--- config.mk ---
export PLATFORM = sky130hd
export DESIGN_NAME = regfile_wb_queue
export DESIGN_NICKNAME = d
export VERILOG_FILES = /design/src/rtl/regfile_wb_queue.sv
export SDC_FILE = /design/constraint.sdc
export NUM_CORES = 1
export LEC_CHECK = 0
export ABC_AREA = 1
export BUFFER_PORTS_ARGS = -buffer_cell sky130_fd_sc_hd__buf_2
export CORE_UTILIZATION = 53
export DETAILED_ROUTE_END_ITERATION = 7
export PLACE_DENSITY_LB_ADDON = 0.3
export SETUP_SLACK_MARGIN = 0.15
export SYNTH_ARGS = -nofsm -noshare
export SYNTH_HDL_FRONTEND = slang
export SYNTH_SLANG_ARGS = --single-unit
--- constraint.sdc ---
create_clock -name in_clk -period 2.2 [get_ports in_clk]
set_input_delay 0.22 -clock in_clk [delete_from_list [all_inputs] [get_ports in_clk]]
set_output_delay 0.22 -clock in_clk [all_outputs]
set_load 0.02 [all_outputs]
--- src/rtl/regfile_wb_queue.sv ---
// Write-back queue feeding the register file write port, with hazard lookup.
// Optional WBQ_BYPASS_EN adds youngest-match forwarding ports out_fwd_A/B.
module regfile_wb_queue #(
  parameter int DEPTH = 4,
  parameter int AW    = 2
) (
  input  logic          in_clk,
  input  logic          in_rst_n,
  input  logic          in_wb_valid,
  output logic          out_wb_ready,
  input  logic [31:0]   in_wb_data,
  input  logic [4:0]    in_wb_dest,
  input  logic          in_stall,
  output logic [31:0]   out_PC,
  output logic [4:0]    out_SC,
  output logic          out_RFL,
  input  logic [4:0]    in_SA,
  input  logic [4:0]    in_SB,
  output logic          out_pend_A,
  output logic          out_pend_B,
  output logic [AW:0]   out_count,
  output logic          out_empty,
`ifdef WBQ_BYPASS_EN
  output logic [31:0]   out_fwd_A,
  output logic [31:0]   out_fwd_B,
`endif
  output logic          out_full
);

  logic [31:0]      data_q [DEPTH];
  logic [4:0]       dest_q [DEPTH];
  logic [DEPTH-1:0] valid_q, valid_d;
  logic [AW-1:0]    head_q, head_d;
  logic [AW-1:0]    tail_q, tail_d;
  logic [AW:0]      count_q, count_d;
  logic             push_hs, push, pop;

  assign out_empty    = (count_q == '0);
  assign out_full     = (count_q == (AW+1)'(DEPTH));
  assign out_wb_ready = !out_full;
  assign out_count    = count_q;

  // R0 writes complete the handshake but never occupy a slot
  assign push_hs = in_wb_valid && out_wb_ready;
  assign push    = push_hs && (in_wb_dest != 5'd0);
  assign pop     = out_RFL;

  assign out_RFL = !out_empty && !in_stall;
  assign out_PC  = out_empty ? 32'd0 : data_q[head_q];
  assign out_SC  = out_empty ? 5'd0  : dest_q[head_q];

  // Next-state for pointers, count and per-entry valid bits
  always_comb begin
    head_d  = pop  ? head_q + AW'(1) : head_q;
    tail_d  = push ? tail_q + AW'(1) : tail_q;
    count_d = count_q;
    unique case ({push, pop})
      2'b10:   count_d = count_q + (AW+1)'(1);
      2'b01:   count_d = count_q - (AW+1)'(1);
      default: count_d = count_q;
    endcase
    valid_d = valid_q;
    if (pop)  valid_d[head_q] = 1'b0;
    if (push) valid_d[tail_q] = 1'b1;
  end

  // Queue state and entry storage
  always_ff @(posedge in_clk or negedge in_rst_n) begin
    if (!in_rst_n) begin
      head_q  <= '0;
      tail_q  <= '0;
      count_q <= '0;
      valid_q <= '0;
      for (int i = 0; i < DEPTH; i++) begin
        data_q[i] <= '0;
        dest_q[i] <= '0;
      end
    end else begin
      head_q  <= head_d;
      tail_q  <= tail_d;
      count_q <= count_d;
      valid_q <= valid_d;
      if (push) begin
        data_q[tail_q] <= in_wb_data;
        dest_q[tail_q] <= in_wb_dest;
      end
    end
  end

  // Pending lookup; an entry popping this edge still counts
  always_comb begin
    out_pend_A = 1'b0;
    out_pend_B = 1'b0;
    for (int i = 0; i < DEPTH; i++) begin
      if (valid_q[i] && dest_q[i] == in_SA) out_pend_A = 1'b1;
      if (valid_q[i] && dest_q[i] == in_SB) out_pend_B = 1'b1;
    end
    if (in_SA == 5'd0) out_pend_A = 1'b0;
    if (in_SB == 5'd0) out_pend_B = 1'b0;
  end

`ifdef WBQ_BYPASS_EN
  logic [AW-1:0] byp_idx;

  // Walk oldest to youngest from head so the youngest match wins
  always_comb begin
    out_fwd_A = 32'd0;
    out_fwd_B = 32'd0;
    byp_idx   = head_q;
    for (int k = 0; k < DEPTH; k++) begin
      byp_idx = head_q + AW'(k);
      if (valid_q[byp_idx] && in_SA != 5'd0 &&
          dest_q[byp_idx] == in_SA)
        out_fwd_A = data_q[byp_idx];
      if (valid_q[byp_idx] && in_SB != 5'd0 &&
          dest_q[byp_idx] == in_SB)
        out_fwd_B = data_q[byp_idx];
    end
  end
`endif

endmodule

==> out/metrics.yaml, run 1 <==
logic_synthesis:
  synthTopCellsByArea: "dfrtp_1 48%, nand2_1 15%, o21ai_0 10%"
  synth_top_area_share_pct: 47.8
  synth-warning-count: 0
  syn_area_um2: 8320
  ys_ff_latch: 159
  syn-instance-count: 1085
  syn_avg_cell_area_um2: 7.67
  ys_seq_area_share_pct: 47.8
  synth_nets: 1146
  netlist-cell-type-count: 25
  yosys.area.top_type: "dfrtp_1"
routing:
  routed-via-count: 7647
  route.detailed.drc: 0
  firstDrtPassIters: 8
  drt_iter0_markers: 801
  wl_per_cell_um: 16.3
  drtAntennaViolNets: 0
  vias_per_cell: 5.49
  routed_wl_um: 22700
floorplanning:
  core-area_um2: 15300
  ios: 97
  start_util_pct: 54.5
  fp.dieH_um: 127
  die_x_um: 127
  rows: 45
  die_area_um2: 16200
timing:
  final_max_slew_viol_count: 0
  rsz0062_at_grt: "yes"
  fmax_mhz: 482
  period_minus_slack_ns: 2.07
  setup-tns-final_ns: 0
  setup_viol: 0
  finalClockSkew_ns: 0.00913
  period_share_pct: 94.2
  hold_violations: 0
  slew_headroom_pct: 47.8
  worstMarginPinSlew_ns: 0.783
critical_path:
  path_buf_inv: 3
  cp.arrival_ns: 1.85
  criticalPathCategory: "flop to output port"
  cp_slowest_cell: "dfrtp_2"
  critPathLaunchType: "flop"
  required_ns: 1.98
  crit_top_cell: "a21oi_1"
  crit_chain: "buf_4, buf_12, a21oi_1, o21ai_0, a21oi_1, buf_2"
  crit_path_max_fanout: 21
  crit_path_end_kind: "output port"
  slowest_delay_ns: 0.43
  crit_family: "buffers and inverters"
clocking:
  numClockSinks: 159
  cts_tree: "built"
  cts-buffers-inserted: 17
  ctsHtreeMaxLevel: 4
  root_buffer: "clkbuf_16"
  clock_latency_ns: 0.43
  path_clk_slew_ns: 0.06
  clock_path_buffers: 2
power:
  p_leak_nw: 4.84
  clkPwrFrac_pct: 18.7
  combPwrFrac_pct: 51.2
  p_sw_mw: 7.42
  irDropWorstVdd_mv: 1.05
  p_per_area_nw_per_um2: 1690
  fin_total_pwr_mw: 16.6
  swShare_pct: 44.7
  seqPwrFrac_pct: 30.1
  p_int_mw: 9.17
place:
  placed_cells_incl_taps: 1348
  post-dp-hpwl_um: 13500
  io_buffer_count: 96
  gp_congestion: 0.968
cells_and_area:
  nNetsFinal: 1229
  final_common_cell: "nand2_1"
  n_antenna_cell: 0
  drive_gt1_share_pct: 18.1
  areaGrowthSynthToFinish_pct: 17.8
  final_cell_mix: "333 x nand2_1, 157 x o21ai_0, 155 x dfrtp_1"
  fin_cells: 1392
global_route:
  grt_pass1_wl_um: 35900
  grt_max_degree: 62
  antenna_found_initial: 1
  grt_pass1_vias: 7045
  overflow: 0
  grt_util_all_layers_pct: 28.7
job:
  cap_violations: 0
min_path:
  min_path_type: "primary input to flop"
status:
  status: "completed"
==> worst reg2reg max path: cells and delay by family, from the launching register on <==
| family | cells | cell delay, ns |
|---|---|---|
| buffers and inverters | 3 | 0.28 |
| AND/OR/NAND/NOR | 2 | 0.31 |
| flip-flops | 1 | 0.38 |
| adder cells (fa/ha/maj) | 2 | 0.51 |
| AO/OA/AOI/OAI | 2 | 0.20 |
| XOR/XNOR | 1 | 0.15 |
==> repair_timing <==
item	4_1_cts	5_1_grt
setup buffers	3	5
cloned	0	3
endpoints found under the hold margin	53	0
pin swaps	3	13
gates resized for setup	8	43
hold buffers	1	0
endpoints found under the setup margin	38	96
==> cell usage after synthesis <==
master / instances
xor2_1: 3
nand3_2: 1
buf_4: 2
nor2_2: 2
buf_2: 16
nor2_8: 1
xnor2_1: 1
nor3_1: 3
o21ai_2: 27
nor2_1: 39
or2_2: 1
a21oi_1: 113
buf_1: 7
buf_6: 18
nor3_2: 1
fa_1: 1
inv_2: 2
nand3_1: 11
o21ai_0: 166
ha_1: 9
nand2_1: 333
o21ai_1: 39
dfrtp_1: 159
clkbuf_1: 23
inv_1: 107
==> area by class of cell <==
| class | count | area [um^2] |
|---|---|---|
| clock buffers | 21 | 460 |
| flip-flops and latches | 159 | 3980 |
| repair buffers | 128 | 908 |
| clock inverters | 11 | 154 |
| inverters | 109 | 420 |
| multi-input cells | 753 | 3610 |
| fillers | 1343 | 5460 |
| well taps | 211 | 264 |
==> power by group through the flow <==
stage	Sequential [mW]	Clock [mW]	Combinational, mW
2_1_floorplan	4.85	0	5.60
3_3_place_gp	4.96	0	7.62
3_5_place_dp	5.03	0	7.77
4_1_cts	4.98	3.11	7.96
5_1_grt	5.15	3.25	9.36
6_report	5.00	3.10	8.50
==> sequential cells by signal, indices dropped and copies added, names as in the netlist <==
signal	cells
valid_q	4
out_count	3
head_q	2
dest_q	20
data_q	128
tail_q	2
==> metrics by stage <==
stage	utilization, %	area (um^2)	setup WS (ns)	hold WS [ns]
finish	64.2	9800	0.127	0.0378
global route	64.2	9800	0.0914	0.0312
CTS	63.1	9630	0.120	0.0281
detailed placement	58.7	8950	0.132	0.218
global placement	58.7	8950	0.156	0.220
floorplan	-	8350	-0.0948	-0.0756
==> metal layers <==
metal | vias up | wire length, um | GRT usage, %
met5 | - | 0 | 0
met4 | 0 | 372 | 9.10
met3 | 34 | 1640 | 6.07
met2 | 292 | 11000 | 46.1
met1 | 3657 | 9730 | 38.9
li1 | 3664 | - | -
==> cell families after synthesis <==
| logic type | synth area share, % |
|---|---|
| and+or+nand+nor | 18.3 |
| DFF | 47.8 |
| AOI/OAI and AO/OA | 22.0 |
| adders and majority gates | 1.59 |
| xor gates and xnor gates | 0.421 |
| buffers and inverters | 9.85 |
==> worst paths after layout <==
check | endpoint | slack, ns | cells past startpoint | startpoint
max in group asynchronous | head_q[0] | 1.16 | 3 | in_rst_n
worst max-delay path | out_PC[12] | 0.13 | 6 | head_q[1]
worst max register to register | out_count[2] | 0.27 | 10 | out_count[0]
min in group asynchronous | data_q[79] | 0.32 | 2 | in_rst_n
worst min register to register | data_q[1] | 0.49 | 2 | data_q[1]
worst min-delay path | data_q[19] | 0.04 | 3 | in_wb_data[19]
Power figures use the tool's default switching activity.
==> run 2, diff against run 1 <==
--- a/config.mk
+++ b/config.mk
@@ -9,8 +9,11 @@
 export BUFFER_PORTS_ARGS = -buffer_cell sky130_fd_sc_hd__buf_2
 export CORE_UTILIZATION = 53
 export DETAILED_ROUTE_END_ITERATION = 7
+export GPL_TIMING_DRIVEN = 0
 export PLACE_DENSITY_LB_ADDON = 0.3
+export RECOVER_POWER = 50
 export SETUP_SLACK_MARGIN = 0.15
+export SLEW_MARGIN = 20
 export SYNTH_ARGS = -nofsm -noshare
 export SYNTH_HDL_FRONTEND = slang
 export SYNTH_SLANG_ARGS = --single-unit
==> run 2 against run 1 <==
Against the previous run:
- final cell count increased by 3.7%
- total power increased by 5.8%
- flip-flop and latch count unchanged
- clock power decreased by 4%
- global-route usage increased by 2.8 points
- clock-buffer cell count increased by 2
- largest power group unchanged
- setup slack got worse by 0.026 ns
- non-clock buffer count increased by 53
- hold slack got worse by 0.0018 ns
==> out/metrics.yaml, run 2 (synthesis gave the netlist of run 1 again) <==
status:
  status: "completed"
power:
  p_leak_nw: 5.07
  p_per_area_nw_per_um2: 1710
  irDropWorstVdd_mv: 0.892
  combPwrFrac_pct: 54.5
  p_int_mw: 9.80
  p_sw_mw: 7.77
  fin_total_pwr_mw: 17.6
  clkPwrFrac_pct: 16.9
  seqPwrFrac_pct: 28.6
  swShare_pct: 44.2
clocking:
  numClockSinks: 159
  clock_path_buffers: 2
  cts-buffers-inserted: 17
  clock_latency_ns: 0.44
  path_clk_slew_ns: 0.06
  root_buffer: "clkbuf_16"
  cts_tree: "built"
  ctsHtreeMaxLevel: 4
floorplanning:
  die_x_um: 127
  fp.dieH_um: 127
  rows: 45
  core-area_um2: 15300
  start_util_pct: 54.5
  die_area_um2: 16200
  ios: 97
timing:
  final_max_slew_viol_count: 0
  fmax_mhz: 476
  period_minus_slack_ns: 2.10
  finalClockSkew_ns: 0.0114
  slew_headroom_pct: 51.0
  rsz0062_at_grt: "yes"
  period_share_pct: 95.4
  setup_viol: 0
  hold_violations: 0
  worstMarginPinSlew_ns: 0.733
job:
  cap_violations: 0
global_route:
  grt_pass1_wl_um: 38800
  grt_util_all_layers_pct: 31.5
  antenna_found_initial: 0
  overflow: 0
  grt_pass1_vias: 7619
  grt_max_degree: 89
critical_path:
  cp_slowest_cell: "dfrtp_2"
  crit_path_end_kind: "output port"
  r2r-start: "out_count[1]"
  criticalPathCategory: "flop to output port"
  required_ns: 1.98
  slowest_delay_ns: 0.48
  r2r_setup_slack_ns: 0.13
  path_buf_inv: 4
  critPathLaunchType: "flop"
  r2r_end: "out_count[2]"
  cp.arrival_ns: 1.88
  crit_path_max_fanout: 10
  crit_chain: "inv_4, buf_12, buf_6, a21oi_1, o21ai_1, a21oi_2, buf_6"
  worstRegToRegCells: 11
  crit_top_cell: "buf_6"
  crit_family: "buffers and inverters"
routing:
  routed_wl_um: 24600
  vias_per_cell: 5.49
  drtAntennaViolNets: 0
  firstDrtPassIters: 6
  wl_per_cell_um: 17.1
  routed-via-count: 7923
  route.detailed.drc: 0
  drt_iter0_markers: 800
min_path:
  min_path_type: "primary input to flop"
  hold_end: "data_q[115]"
  hp-start: "in_wb_data[19]"
  hold_path_depth: 3
cells_and_area:
  top_register: "data_q"
  largest_register_ffs: 128
  postLayoutCoreUtil_pct: 67.4
  areaGrowthSynthToFinish_pct: 23.6
  final_common_cell: "nand2_1"
  final_cell_mix: "333 x nand2_1, 156 x dfrtp_1, 127 x o21ai_0"
  top_regs: "data_q x128, dest_q x20, valid_q x4"
  n_antenna_cell: 0
  drive_gt1_share_pct: 22.2
  nNetsFinal: 1280
place:
  gp_congestion: 0.944
  post-dp-hpwl_um: 16300
  io_buffer_count: 96
run 2: worst max-delay path by stage:
stage	from	to	slack (ns)	cells past startpoint
2_1_floorplan	out_count[2]	out_count[2]	-0.09	12
3_3_place_gp	in_rst_n	out_count[2]	-1.87	1
3_5_place_dp	head_q[0]	out_PC[31]	-0.07	5
4_1_cts	head_q[0]	out_PC[30]	0.10	7
5_1_grt	head_q[0]	out_PC[13]	0.02	7
6_report	head_q[0]	out_PC[16]	0.10	7
run 2: stage by stage:
step	hold slack, ns	setup TNS (ns)	std cells	instance area, um^2	worst slack, ns
after floorplan	-0.0756	-0.0948	1085	8350	-0.0948
after global placement	0.472	-247.48	1392	9100	-1.87
after detailed placement	0.221	-0.210	1393	9140	-0.0722
after CTS	0.0295	0	1433	9960	0.104
after global routing	0.0451	0	1443	10300	0.0181
final	0.0361	0	1443	10300	0.101
run 2: layer usage:
metal	wire (um)	vias up	GRT usage, %	share of wire [%]
met4	724	0	13.7	2.9
met2	11600	341	51.2	47
li1	-	3746	-	-
met3	1750	61	5.32	7.1
met1	10600	3775	41.6	43
met5	0	-	0	0
run 2: area by class of cell:
type                            count  area (um^2)
Buffer                             65          591
Clock buffer                       23          488
Clock inverter                      9          105
Fill cell                        1279         4980
Inverter                          109          418
Multi-Input combinational cell    751         3660
Sequential cell                   159         3980
Tap cell                          211          264
Timing Repair Buffer              116          776
run 2: what timing repair did:
action,CTS,global route
gates resized for setup,67,125
hold endpoints to repair,71,0
hold buffers,1,0
pin swaps,7,35
setup endpoints to repair,41,36
buffers inserted,7,10
gates cloned,0,1
run 2: power groups by stage:
stage	Combinational, mW	Clock (mW)	Sequential, mW
4_1_cts	8.52	2.99	4.96
3_3_place_gp	7.83	0	4.95
2_1_floorplan	5.60	0	4.85
5_1_grt	10.5	3.11	5.18
6_report	9.57	2.98	5.02
3_5_place_dp	8.00	0	5.00
run 2: worst register-to-register path: cells and delay by family, from the launching register on:
| family | cells | cell delay (ns) |
|---|---|---|
| AO/OA/AOI/OAI | 2 | 0.21 |
| XOR/XNOR | 1 | 0.16 |
| adder cells (fa/ha/maj) | 2 | 0.49 |
| buffers and inverters | 4 | 0.30 |
| flip-flops | 1 | 0.44 |
| AND/OR/NAND/NOR | 2 | 0.36 |
==> run 3, diff against run 2 <==
--- a/config.mk
+++ b/config.mk
@@ -8,6 +8,7 @@
 export ABC_AREA = 1
 export BUFFER_PORTS_ARGS = -buffer_cell sky130_fd_sc_hd__buf_2
 export CORE_UTILIZATION = 53
+export CTS_BUF_LIST = sky130_fd_sc_hd__clkbuf_16
 export DETAILED_ROUTE_END_ITERATION = 7
 export GPL_TIMING_DRIVEN = 0
 export PLACE_DENSITY_LB_ADDON = 0.3
==> run 3 against run 2 <==
Against the previous run:
- wire length down 1.3%
- register-to-register slack about the same
- flip-flop and latch count unchanged
- sequential power about the same
==> out/metrics.yaml, run 3 (synthesis gave the netlist of run 1 again) <==
cells_and_area:
  multi_input_area_um2: 3670
  drive_gt1_share_pct: 21.4
  largest_register_ffs: 128
  top_register: "data_q"
  n_fill_cell: 1285
  areaGrowthSynthToFinish_pct: 23.0
  final_common_cell: "nand2_1"
  postLayoutCoreUtil_pct: 67.0
  final_cell_mix: "333 x nand2_1, 156 x dfrtp_1, 136 x o21ai_0"
  n_antenna_cell: 0
  nNetsFinal: 1278
  top_regs: "data_q x128, dest_q x20, valid_q x4"
  regArea_um2: 3980
critical_path:
  crit_chain: "inv_4, buf_12, buf_6, a21oi_1, o21ai_1, a21oi_2, buf_6"
  slowest_delay_ns: 0.48
  crit_path_end_kind: "output port"
  critPathLaunchType: "flop"
  r2r_setup_slack_ns: 0.14
  crit_top_cell: "buf_6"
  required_ns: 1.98
  cp.arrival_ns: 1.91
  cp_slowest_cell: "dfrtp_2"
  criticalPathCategory: "flop to output port"
  crit_path_max_fanout: 10
routing:
  route.detailed.drc: 0
  vias_per_cell: 5.44
  wl_per_cell_um: 16.8
  drt_iter0_markers: 724
  routed-via-count: 7835
  routed_wl_um: 24300
  firstDrtPassIters: 6
  drtAntennaViolNets: 0
global_route:
  grt_pass1_vias: 7598
  overflow: 0
  grt_max_degree: 89
  grt_pass1_wl_um: 38800
  grt_util_all_layers_pct: 31.4
  antenna_found_initial: 0
timing:
  hold_violations: 0
  period_share_pct: 96.6
  fmax_mhz: 470
  slew_headroom_pct: 53.8
  final_max_slew_viol_count: 0
  finalClockSkew_ns: 0.00829
  holdWs_ns: 0.0370
  rsz0062_at_grt: "yes"
  period_minus_slack_ns: 2.13
  worstMarginPinSlew_ns: 0.693
  setup-tns-final_ns: 0
  setup_viol: 0
floorplanning:
  core-area_um2: 15300
  ios: 97
  die_x_um: 127
  rows: 45
  fp.dieH_um: 127
  start_util_pct: 54.5
  die_area_um2: 16200
clocking:
  ctsHtreeMaxLevel: 4
  cts-buffers-inserted: 17
  clock_latency_ns: 0.43
  numClockSinks: 159
  cts_tree: "built"
  root_buffer: "clkbuf_16"
  clock_path_buffers: 2
  path_clk_slew_ns: 0.06
min_path:
  min_path_type: "primary input to flop"
status:
  status: "completed"
place:
  post-dp-hpwl_um: 16300
  gp_congestion: 0.944
  io_buffer_count: 96
power:
  fin_total_pwr_mw: 17.4
  irDropWorstVdd_mv: 0.850
  p_leak_nw: 5.05
  p_per_area_nw_per_um2: 1700
job:
  cap_violations: 0
-- run 3: cell count changes in the layout (fill, tap and decap cells not counted), sizes merged --
| cell | change |
|---|---|
| buf | -5 |
| clkinv | +4 |
| clkbuf | -3 |
| inv | +2 |
-- run 3: routing by layer --
layer	vias to the layer above	GRT usage, %	share of wire, %
met5	-	0	0
met4	0	12.9	2.7
met3	63	6.20	7.7
met2	353	51.3	47
met1	3669	41.2	43
li1	3750	-	-
-- run 3: power by group --
group          internal [mW]  switching [mW]  total [mW]  leakage (nW)
logic                   3.67            5.87        9.54          2.81
registers               4.33           0.680        5.01          1.96
clock network           1.64            1.18        2.81         0.279
total                   9.64            7.72        17.4          5.05
-- run 3: final cells by class --
type                    count  share of cell area (%)
repair buffers            114                    7.41
flip-flops and latches    159                    38.9
clock inverters            15                    1.25
inverters                 109                    4.04
well taps                 211                    2.58
plain buffers              65                    5.72
clock buffers              17                    4.16
multi-input cells         751                    35.9
-- run 3: worst max-delay path, delay by kind of cell, from the launching register on --
kind / cells / cell delay (ns)
AOI/OAI and AO/OA: 3 / 0.46
DFF: 1 / 0.48
buffers and inverters: 4 / 0.52
-- run 3: final timing paths --
kind | depth (start not counted) | endpoint | startpoint
max | 7 | out_PC[16] | head_q[0]
min | 3 | data_q[98] | in_wb_data[2]
max reg2reg | 11 | out_count[2] | out_count[1]
min reg2reg | 2 | data_q[108] | data_q[108]
max in group asynchronous | 3 | out_count[2] | in_rst_n
min in group asynchronous | 2 | data_q[114] | in_rst_n
-- run 3: metrics by stage --
step                      std cells  area (um^2)  setup slack [ns]
final                          1441        10200            0.0737
after floorplan                1085         8350           -0.0948
after CTS                      1432         9930             0.105
after global placement         1392         9100             -1.87
after global routing           1441        10200            0.0215
after detailed placement       1393         9140           -0.0722
-- run 3: timing repair --
action | 4_1_cts | 5_1_grt
buffers inserted | 6 | 9
hold endpoints to repair | 71 | 0
gates resized for setup | 73 | 112
cloned | 0 | 1
pin swaps | 7 | 30
endpoints found under the setup margin | 41 | 37
hold buffers | 1 | 0
